==> src/rtl/mult_rs_if.sv <==
// Signal bundle between the multiply reservation station and its environment:
// dispatch port, CDB snoop, and the FU issue side.
interface mult_rs_if #(
   parameter int DEPTH = 4,
   parameter int TAG_W = 4
);
   localparam int CW = $clog2(DEPTH + 1);

   logic                  flush;
   logic                  disp_valid;
   logic                  disp_ready;
   logic [7:0]            disp_operand;
   logic [1:0]            disp_src_rdy;
   logic [1:0][TAG_W-1:0] disp_src_tag;
   logic [1:0][7:0]       disp_src_val;
   logic [7:0]            disp_wbs;
   logic [7:0]            disp_flags;
   logic [TAG_W-1:0]      disp_robid;
   logic                  cdb_valid;
   logic [TAG_W-1:0]      cdb_id;
   logic [7:0]            cdb_val;
   logic                  fu_busy;
   logic                  input_transmit;
   logic [7:0]            operand;
   logic [1:0][7:0]       depvals;
   logic [7:0]            wbs;
   logic [7:0]            flags;
   logic [TAG_W-1:0]      robid;
   logic [CW-1:0]         count;

   modport slave (
      input  flush, disp_valid, disp_operand, disp_src_rdy, disp_src_tag,
             disp_src_val, disp_wbs, disp_flags, disp_robid,
             cdb_valid, cdb_id, cdb_val, fu_busy,
      output disp_ready, input_transmit, operand, depvals, wbs, flags,
             robid, count
   );

   modport master (
      output flush, disp_valid, disp_operand, disp_src_rdy, disp_src_tag,
             disp_src_val, disp_wbs, disp_flags, disp_robid,
             cdb_valid, cdb_id, cdb_val, fu_busy,
      input  disp_ready, input_transmit, operand, depvals, wbs, flags,
             robid, count
   );
endinterface

==> src/rtl/mult_rs.sv <==
// Multiply reservation station: compacting age-ordered queue, CDB operand capture,
// oldest-ready issue. Define MULTRS_WAKE_BYPASS_EN for same-cycle CDB wake-to-issue.
module mult_rs #(
   parameter int DEPTH = 4,
   parameter int TAG_W = 4
) (
   input  logic      clk,
   input  logic      rst,
   mult_rs_if.slave  bus
);
   localparam int CW = $clog2(DEPTH + 1);
   localparam int IW = (DEPTH > 1) ? $clog2(DEPTH) : 1;

   typedef struct packed {
      logic                  vld;
      logic [7:0]            op;
      logic [7:0]            wbs;
      logic [7:0]            flags;
      logic [TAG_W-1:0]      robid;
      logic [1:0]            rdy;
      logic [1:0][TAG_W-1:0] tag;
      logic [1:0][7:0]       val;
   } entry_t;

   entry_t           r_ent [DEPTH];
   entry_t           w_cap [DEPTH];
   entry_t           w_nxt [DEPTH];
   entry_t           w_new;
   logic [CW-1:0]    r_count;
   logic             r_xmit;
   logic [7:0]       r_operand;
   logic [1:0][7:0]  r_depvals;
   logic [7:0]       r_wbs;
   logic [7:0]       r_flags;
   logic [TAG_W-1:0] r_robid;
   logic [DEPTH-1:0] w_elig;
   logic             w_go;
   logic             w_issue;
   logic             w_acc;
   logic [IW-1:0]    w_sel;
   logic [IW-1:0]    w_widx;

   assign bus.disp_ready = (r_count != CW'(DEPTH));
   assign w_acc          = bus.disp_valid && bus.disp_ready;
   // The FU only raises busy a cycle after seeing the strobe, so our own strobe blocks issue too.
   assign w_go           = !bus.fu_busy && !r_xmit && !bus.flush;

   always_comb begin
      for (int i = 0; i < DEPTH; i++) begin
         w_cap[i] = r_ent[i];
         for (int s = 0; s < 2; s++) begin
            if (bus.cdb_valid && r_ent[i].vld && !r_ent[i].rdy[s] &&
                r_ent[i].tag[s] == bus.cdb_id) begin
               w_cap[i].rdy[s] = 1'b1;
               w_cap[i].val[s] = bus.cdb_val;
            end
         end
      end
   end

   generate
      for (genvar gi = 0; gi < DEPTH; gi++) begin : g_elig
`ifdef MULTRS_WAKE_BYPASS_EN
         assign w_elig[gi] = r_ent[gi].vld && (&w_cap[gi].rdy);
`else
         assign w_elig[gi] = r_ent[gi].vld && (&r_ent[gi].rdy);
`endif
      end
   endgenerate

   always_comb begin
      w_issue = 1'b0;
      w_sel   = '0;
      for (int i = DEPTH - 1; i >= 0; i--) begin
         if (w_go && w_elig[i]) begin
            w_issue = 1'b1;
            w_sel   = IW'(i);
         end
      end
   end

   // A source arriving on the CDB in the accept cycle is stored already captured.
   always_comb begin
      w_new.vld   = 1'b1;
      w_new.op    = bus.disp_operand;
      w_new.wbs   = bus.disp_wbs;
      w_new.flags = bus.disp_flags;
      w_new.robid = bus.disp_robid;
      w_new.tag   = bus.disp_src_tag;
      w_new.rdy   = bus.disp_src_rdy;
      w_new.val   = bus.disp_src_val;
      for (int s = 0; s < 2; s++) begin
         if (bus.cdb_valid && !bus.disp_src_rdy[s] && bus.disp_src_tag[s] == bus.cdb_id) begin
            w_new.rdy[s] = 1'b1;
            w_new.val[s] = bus.cdb_val;
         end
      end
   end

   assign w_widx = w_issue ? IW'(r_count - CW'(1)) : IW'(r_count);

   always_comb begin
      for (int i = 0; i < DEPTH; i++)
         w_nxt[i] = w_cap[i];
      if (w_issue) begin
         for (int i = 0; i < DEPTH - 1; i++)
            if (i >= int'(w_sel))
               w_nxt[i] = w_cap[i + 1];
         w_nxt[DEPTH-1].vld = 1'b0;
      end
      if (w_acc)
         w_nxt[w_widx] = w_new;
   end

   always_ff @(posedge clk or negedge rst) begin
      if (!rst) begin
         for (int i = 0; i < DEPTH; i++)
            r_ent[i] <= '0;
         r_count   <= '0;
         r_xmit    <= 1'b0;
         r_operand <= '0;
         r_depvals <= '0;
         r_wbs     <= '0;
         r_flags   <= '0;
         r_robid   <= '0;
      end else if (bus.flush) begin
         for (int i = 0; i < DEPTH; i++)
            r_ent[i].vld <= 1'b0;
         r_count <= '0;
         r_xmit  <= 1'b0;
      end else begin
         for (int i = 0; i < DEPTH; i++)
            r_ent[i] <= w_nxt[i];
         r_count <= r_count + CW'(w_acc) - CW'(w_issue);
         r_xmit  <= w_issue;
         if (w_issue) begin
            r_operand <= w_cap[w_sel].op;
            r_depvals <= w_cap[w_sel].val;
            r_wbs     <= w_cap[w_sel].wbs;
            r_flags   <= w_cap[w_sel].flags;
            r_robid   <= w_cap[w_sel].robid;
         end
      end
   end

   assign bus.input_transmit = r_xmit;
   assign bus.operand        = r_operand;
   assign bus.depvals        = r_depvals;
   assign bus.wbs            = r_wbs;
   assign bus.flags          = r_flags;
   assign bus.robid          = r_robid;
   assign bus.count          = r_count;
endmodule

==> src/flat_wrapper.sv <==
// flat-port wrapper written by rule: the top's interface ports become plain ports
module mult_rs_flat 
#(
   parameter int DEPTH = 4,
   parameter int TAG_W = 4
)
  (clk, rst, bus_flush, bus_disp_valid, bus_disp_operand, bus_disp_src_rdy, bus_disp_src_tag, bus_disp_src_val, bus_disp_wbs, bus_disp_flags, bus_disp_robid, bus_cdb_valid, bus_cdb_id, bus_cdb_val, bus_fu_busy, bus_disp_ready, bus_input_transmit, bus_operand, bus_depvals, bus_wbs, bus_flags, bus_robid, bus_count);
  mult_rs_if #(.DEPTH(DEPTH), .TAG_W(TAG_W)) bus_i ();
  input  logic clk;
  input  logic rst;
  input wire logic [$bits(bus_i.flush)-1:0] bus_flush;
  input wire logic [$bits(bus_i.disp_valid)-1:0] bus_disp_valid;
  input wire logic [$bits(bus_i.disp_operand)-1:0] bus_disp_operand;
  input wire logic [$bits(bus_i.disp_src_rdy)-1:0] bus_disp_src_rdy;
  input wire logic [$bits(bus_i.disp_src_tag)-1:0] bus_disp_src_tag;
  input wire logic [$bits(bus_i.disp_src_val)-1:0] bus_disp_src_val;
  input wire logic [$bits(bus_i.disp_wbs)-1:0] bus_disp_wbs;
  input wire logic [$bits(bus_i.disp_flags)-1:0] bus_disp_flags;
  input wire logic [$bits(bus_i.disp_robid)-1:0] bus_disp_robid;
  input wire logic [$bits(bus_i.cdb_valid)-1:0] bus_cdb_valid;
  input wire logic [$bits(bus_i.cdb_id)-1:0] bus_cdb_id;
  input wire logic [$bits(bus_i.cdb_val)-1:0] bus_cdb_val;
  input wire logic [$bits(bus_i.fu_busy)-1:0] bus_fu_busy;
  output wire logic [$bits(bus_i.disp_ready)-1:0] bus_disp_ready;
  output wire logic [$bits(bus_i.input_transmit)-1:0] bus_input_transmit;
  output wire logic [$bits(bus_i.operand)-1:0] bus_operand;
  output wire logic [$bits(bus_i.depvals)-1:0] bus_depvals;
  output wire logic [$bits(bus_i.wbs)-1:0] bus_wbs;
  output wire logic [$bits(bus_i.flags)-1:0] bus_flags;
  output wire logic [$bits(bus_i.robid)-1:0] bus_robid;
  output wire logic [$bits(bus_i.count)-1:0] bus_count;
  assign bus_i.flush = bus_flush;
  assign bus_i.disp_valid = bus_disp_valid;
  assign bus_i.disp_operand = bus_disp_operand;
  assign bus_i.disp_src_rdy = bus_disp_src_rdy;
  assign bus_i.disp_src_tag = bus_disp_src_tag;
  assign bus_i.disp_src_val = bus_disp_src_val;
  assign bus_i.disp_wbs = bus_disp_wbs;
  assign bus_i.disp_flags = bus_disp_flags;
  assign bus_i.disp_robid = bus_disp_robid;
  assign bus_i.cdb_valid = bus_cdb_valid;
  assign bus_i.cdb_id = bus_cdb_id;
  assign bus_i.cdb_val = bus_cdb_val;
  assign bus_i.fu_busy = bus_fu_busy;
  assign bus_disp_ready = bus_i.disp_ready;
  assign bus_input_transmit = bus_i.input_transmit;
  assign bus_operand = bus_i.operand;
  assign bus_depvals = bus_i.depvals;
  assign bus_wbs = bus_i.wbs;
  assign bus_flags = bus_i.flags;
  assign bus_robid = bus_i.robid;
  assign bus_count = bus_i.count;
  mult_rs #(.DEPTH(DEPTH), .TAG_W(TAG_W)) u_core (.clk(clk), .rst(rst), .bus(bus_i));
endmodule
==> config.mk <==
export PLATFORM = sky130hd
export DESIGN_NAME = mult_rs_flat
export DESIGN_NICKNAME = d
export VERILOG_FILES = /design/src/rtl/mult_rs_if.sv /design/src/rtl/mult_rs.sv /design/src/flat_wrapper.sv
export SDC_FILE = /design/constraint.sdc
export NUM_CORES = 1
export LEC_CHECK = 0
export ABC_AREA = 1
export CAP_MARGIN = 20
export CORE_UTILIZATION = 60
export DETAILED_ROUTE_END_ITERATION = 8
export PLACE_DENSITY_LB_ADDON = 0.05
export SYNTH_ARGS = -nofsm -noshare
export SYNTH_HDL_FRONTEND = slang
export SYNTH_SLANG_ARGS = --single-unit
==> constraint.sdc <==
create_clock -name clk -period 3.1 [get_ports clk]
set_input_delay 0.62 -clock clk [delete_from_list [all_inputs] [get_ports clk]]
set_output_delay 0.62 -clock clk [all_outputs]
set_load 0.1 [all_outputs]
==> results list <==
- The flow ran to the end, and the final reports show no timing, DRC or antenna violations.
* Hold Path Class: in2async
- The number of hold buffers added after CTS was 0.
* DRT iter0 DRCs: 2514
* Net count after synthesis: 2788
- Of the available clock period, the critical path in the final layout requires 83.1%.
- CTS Buffer Depth: 3
* Die footprint: 30300 µm²
- Worst slew margin relative to its limit: 12.4%
- Least-Margin Pin Slew: 1310 ps
* Data required time at the worst endpoint: approximately 3500 ps
- CTS resizes: 0
* #FFs+latches synth: about 270
- Total via count after detailed routing: approximately 20k
- In this run, synthesis inferred 0 flip-flops with an integrated enable.
- In this run the critical register-to-register path is launched from u_core.r_ent[164]$_DFF_PN0_.
- The synthesized design devotes to its leading area cell type 37.7% of total area.
- Cell types with the largest area share after synthesis: sky130_fd_sc_hd__dfrtp_1 (38%), sky130_fd_sc_hd__nand2_1 (20%), sky130_fd_sc_hd__nand3_1 (12%), sky130_fd_sc_hd__o21ai_0 (6.0%), sky130_fd_sc_hd__inv_1 (4.4%)
* Arrival time of data at the critical path endpoint: ~3000 ps
- Die height: 174 µm
* Total congestion overflow: 0
* Most used flip-flop cell after synthesis: sky130_fd_sc_hd__dfrtp_1
- Worst setup slack after layout: around 520 ps
* Iteration count of the initial detailed-routing pass: 8
* Number of nets with antenna violations after routing: 0
* Max Clock Freq: about 390 MHz
- Setup repair after global routing left no endpoint under its margin.
* Final-layout fill cell count: between 2k and 3k
- After detailed routing, the number of vias per cell comes to 6.17.
- Worst skew pair latency: 600 ps
- Of the total power, the share spent switching nets is 47.3%.
- CTS built an H-tree with a depth of 1.
- Logic gate share of total power: 48.5%
- The initial utilization of the core area, before any placement, comes to between 60 and 70%.
- Counting flops with an async set or reset pin after synthesis yields a share of 100%.
- Entering global routing, the biggest net connects 289 pins.
* Overall routed net length: 63.7 mm
- Clock tree synthesis found a total of 268 sinks.
- Endpoint of the most critical register-to-register path: u_core.r_ent[101]$_DFFE_PN0N_
* Setup tns final: 0 ps
- Averaged over all synthesized cells, the footprint is 6.56 µm².
* R2r worst-path depth: 10
* Flop2flop setup slack: 520 ps
- Number of global-route vias before repair: 18.6k
- Net count reported at finish: 2875
* Number of standard-cell rows in the floorplan: 62
- Between clock sinks in the finished design, the worst skew comes to around 12 ps.
- Design internal power: 10100 µW
- After technology mapping, the gate count stands at 2712.
- I/O pin total: 121
* Wire length of the first global-routing pass: approximately 100 mm
* Static leakage: 0.0104 µW
- Yosys warning count: 0
- Critical path type: reg2reg
* Max VDD drop: 0.000785 V
- STA classifies the critical path endpoint as a register.
* Buffer cell driving the clock tree root: sky130_fd_sc_hd__clkbuf_16
- Finish-stage setup viols: 0
* P&R area growth vs syn: 16.5%
- Routed wirelength normalized by instance count: approximately 20 µm
- Along the worst path, the maximum fanout reaches 74.
- The number of pins exceeding their max-slew limit in the final report is 0.
- Min Clock Period, post-route: 2580 ps
* Clock network power share: 19.8%
- Counting the buffers created by CTS gives 31.
- Clock transition at the registers of the reported paths: 70 ps
* Aggregate global-route resource usage: 41.8%
- DP HPWL: 39.8 mm
* Total power density per cell area: 929 nW/µm²
* Type of element launching the critical path: register
- Post-synthesis sequential area ratio: 37.7%
- Fraction of final layout cells sized beyond drive strength 1: approximately a tenth
- Proportion of power drawn by flip-flops and latches: a little under a third
- Timing analysis after detailed placement gives a worst setup slack of approximately 44 ps.
- The biggest area contributor in the post-synthesis netlist is sky130_fd_sc_hd__dfrtp_1.
- The count of buffers added on input and output ports is 120.
- In this run the post-CTS setup repair buffer count came out at 0.
* Max-cap viol count: 0
* CTS tree: done
* DRC violations left: 0
- Area of the mapped netlist: 17800 µm²
- For this design the total switching power over the nets is 9100 µW.
- Width of the chip: 174 µm
- Post-synth cell types: 39
* Placeable core region: 28900 µm²
* Final Hold Vio Count: 0
- Number of antenna violations at the first check in global routing: 0
- Routability-driven placement finished with a final weighted congestion of 1.04.
[routing by layer]
metal / wire (µm) / vias up / global-route usage, %
met2: 28700 / 1413 / 66.3
met4: 3370 / 0 / 21.9
li1: - / 8973 / -
met5: 0 / - / 0
met1: 23900 / 9085 / 54.0
met3: 7730 / 286 / 8.22
[area by class of cell]
class	count	area, µm²	area share, %
antenna	1	2.50	0.0121
tap	384	480	2.32
timing repair buffer	231	2250	10.9
sequential	268	6710	32.4
clock inverter	11	174	0.840
clock buffer	42	857	4.14
multi-input combinational	2044	9390	45.3
inverter	223	845	4.08
[power by group through the flow]
stage / sequential [µW] / clock [µW] / combinational, µW
global route: 6240 / 3950 / 10200
finish: 6090 / 3820 / 9340
global placement: 6010 / 0 / 8910
floorplan: 7830 / 0 / 4800
detailed placement: 6070 / 0 / 9160
CTS: 6040 / 3830 / 9220
[cell usage after synthesis, types with 7 or more instances]
master / instances
sky130_fd_sc_hd__nand2_2: 7
sky130_fd_sc_hd__nand2_1: 930
sky130_fd_sc_hd__o21ai_1: 49
sky130_fd_sc_hd__buf_4: 23
sky130_fd_sc_hd__buf_2: 55
sky130_fd_sc_hd__buf_6: 8
sky130_fd_sc_hd__nand3_1: 410
sky130_fd_sc_hd__nand3_2: 13
sky130_fd_sc_hd__buf_1: 9
sky130_fd_sc_hd__inv_1: 210
sky130_fd_sc_hd__dfrtp_1: 268
sky130_fd_sc_hd__a21oi_1: 45
sky130_fd_sc_hd__o21a_1: 24
sky130_fd_sc_hd__o211ai_1: 14
sky130_fd_sc_hd__nor2_1: 189
sky130_fd_sc_hd__nor2_2: 22
sky130_fd_sc_hd__clkinv_1: 8
sky130_fd_sc_hd__clkbuf_1: 81
sky130_fd_sc_hd__nand4_1: 69
sky130_fd_sc_hd__o22ai_1: 25
sky130_fd_sc_hd__xnor2_2: 7
sky130_fd_sc_hd__o21ai_0: 212
[cell usage in the layout, fill, tap and decap left out, drive strengths merged, types with 46 or more instances in the layout]
cell type / count
nand3: 423
a21oi: 46
nor2: 215
o21ai: 263
inv: 216
buf: 162
nand4: 69
nand2: 939
dfrtp: 268
clkdlybuf4s50: 69
[worst max path at each step]
stage	slack, ps	cells past startpoint	end	from
after floorplan	0.09	14	u_core.r_ent[161]$_DFFE_PN0N_	u_core.bus.input_transmit$_DFF_PN0_
final	520	10	u_core.r_ent[101]$_DFFE_PN0N_	u_core.r_ent[164]$_DFF_PN0_
after CTS	600	11	u_core.r_ent[144]$_DFFE_PN0N_	u_core.r_ent[164]$_DFF_PN0_
after detailed placement	40	13	u_core.r_ent[144]$_DFFE_PN0N_	bus_fu_busy
after global routing	410	12	u_core.r_ent[146]$_DFFE_PN0N_	u_core.r_ent[54]$_DFF_PN0_
after global placement	100	13	u_core.r_ent[146]$_DFFE_PN0N_	bus_fu_busy
[worst max-delay path: stages, from the launching register on]
cell	delay [ps]
sky130_fd_sc_hd__dfrtp_1	480
sky130_fd_sc_hd__nand3_2	190
sky130_fd_sc_hd__a21o_1	240
sky130_fd_sc_hd__nand2_2	100
sky130_fd_sc_hd__buf_12	370
sky130_fd_sc_hd__nand2_2	170
sky130_fd_sc_hd__nand2_4	120
sky130_fd_sc_hd__buf_12	300
sky130_fd_sc_hd__nand3_1	180
sky130_fd_sc_hd__nand3_1	130
sky130_fd_sc_hd__o21ai_0	110
[logic make-up after synthesis]
group	after synthesis	share of synthesized area, %
flops	268	37.7
compound gates	374	11.4
xor+xnor	11	0.838
fa+ha+maj	4	0.324
simple gates	1655	40.1
buf+inv	400	9.68
[per-stage QoR]
stage	cells	area [µm²]	hold slack [ps]	power, µW	utilization, %
final	3204	20700	37.3	19200	71.6
after global routing	3203	20700	82.7	20400	71.6
after CTS	3203	20700	50.4	19100	71.6
after detailed placement	3150	19700	465	15200	68.0
after global placement	3150	19700	462	14900	68.0
after floorplan	2712	17800	324	12600	-
Power figures use the tool's default switching activity.
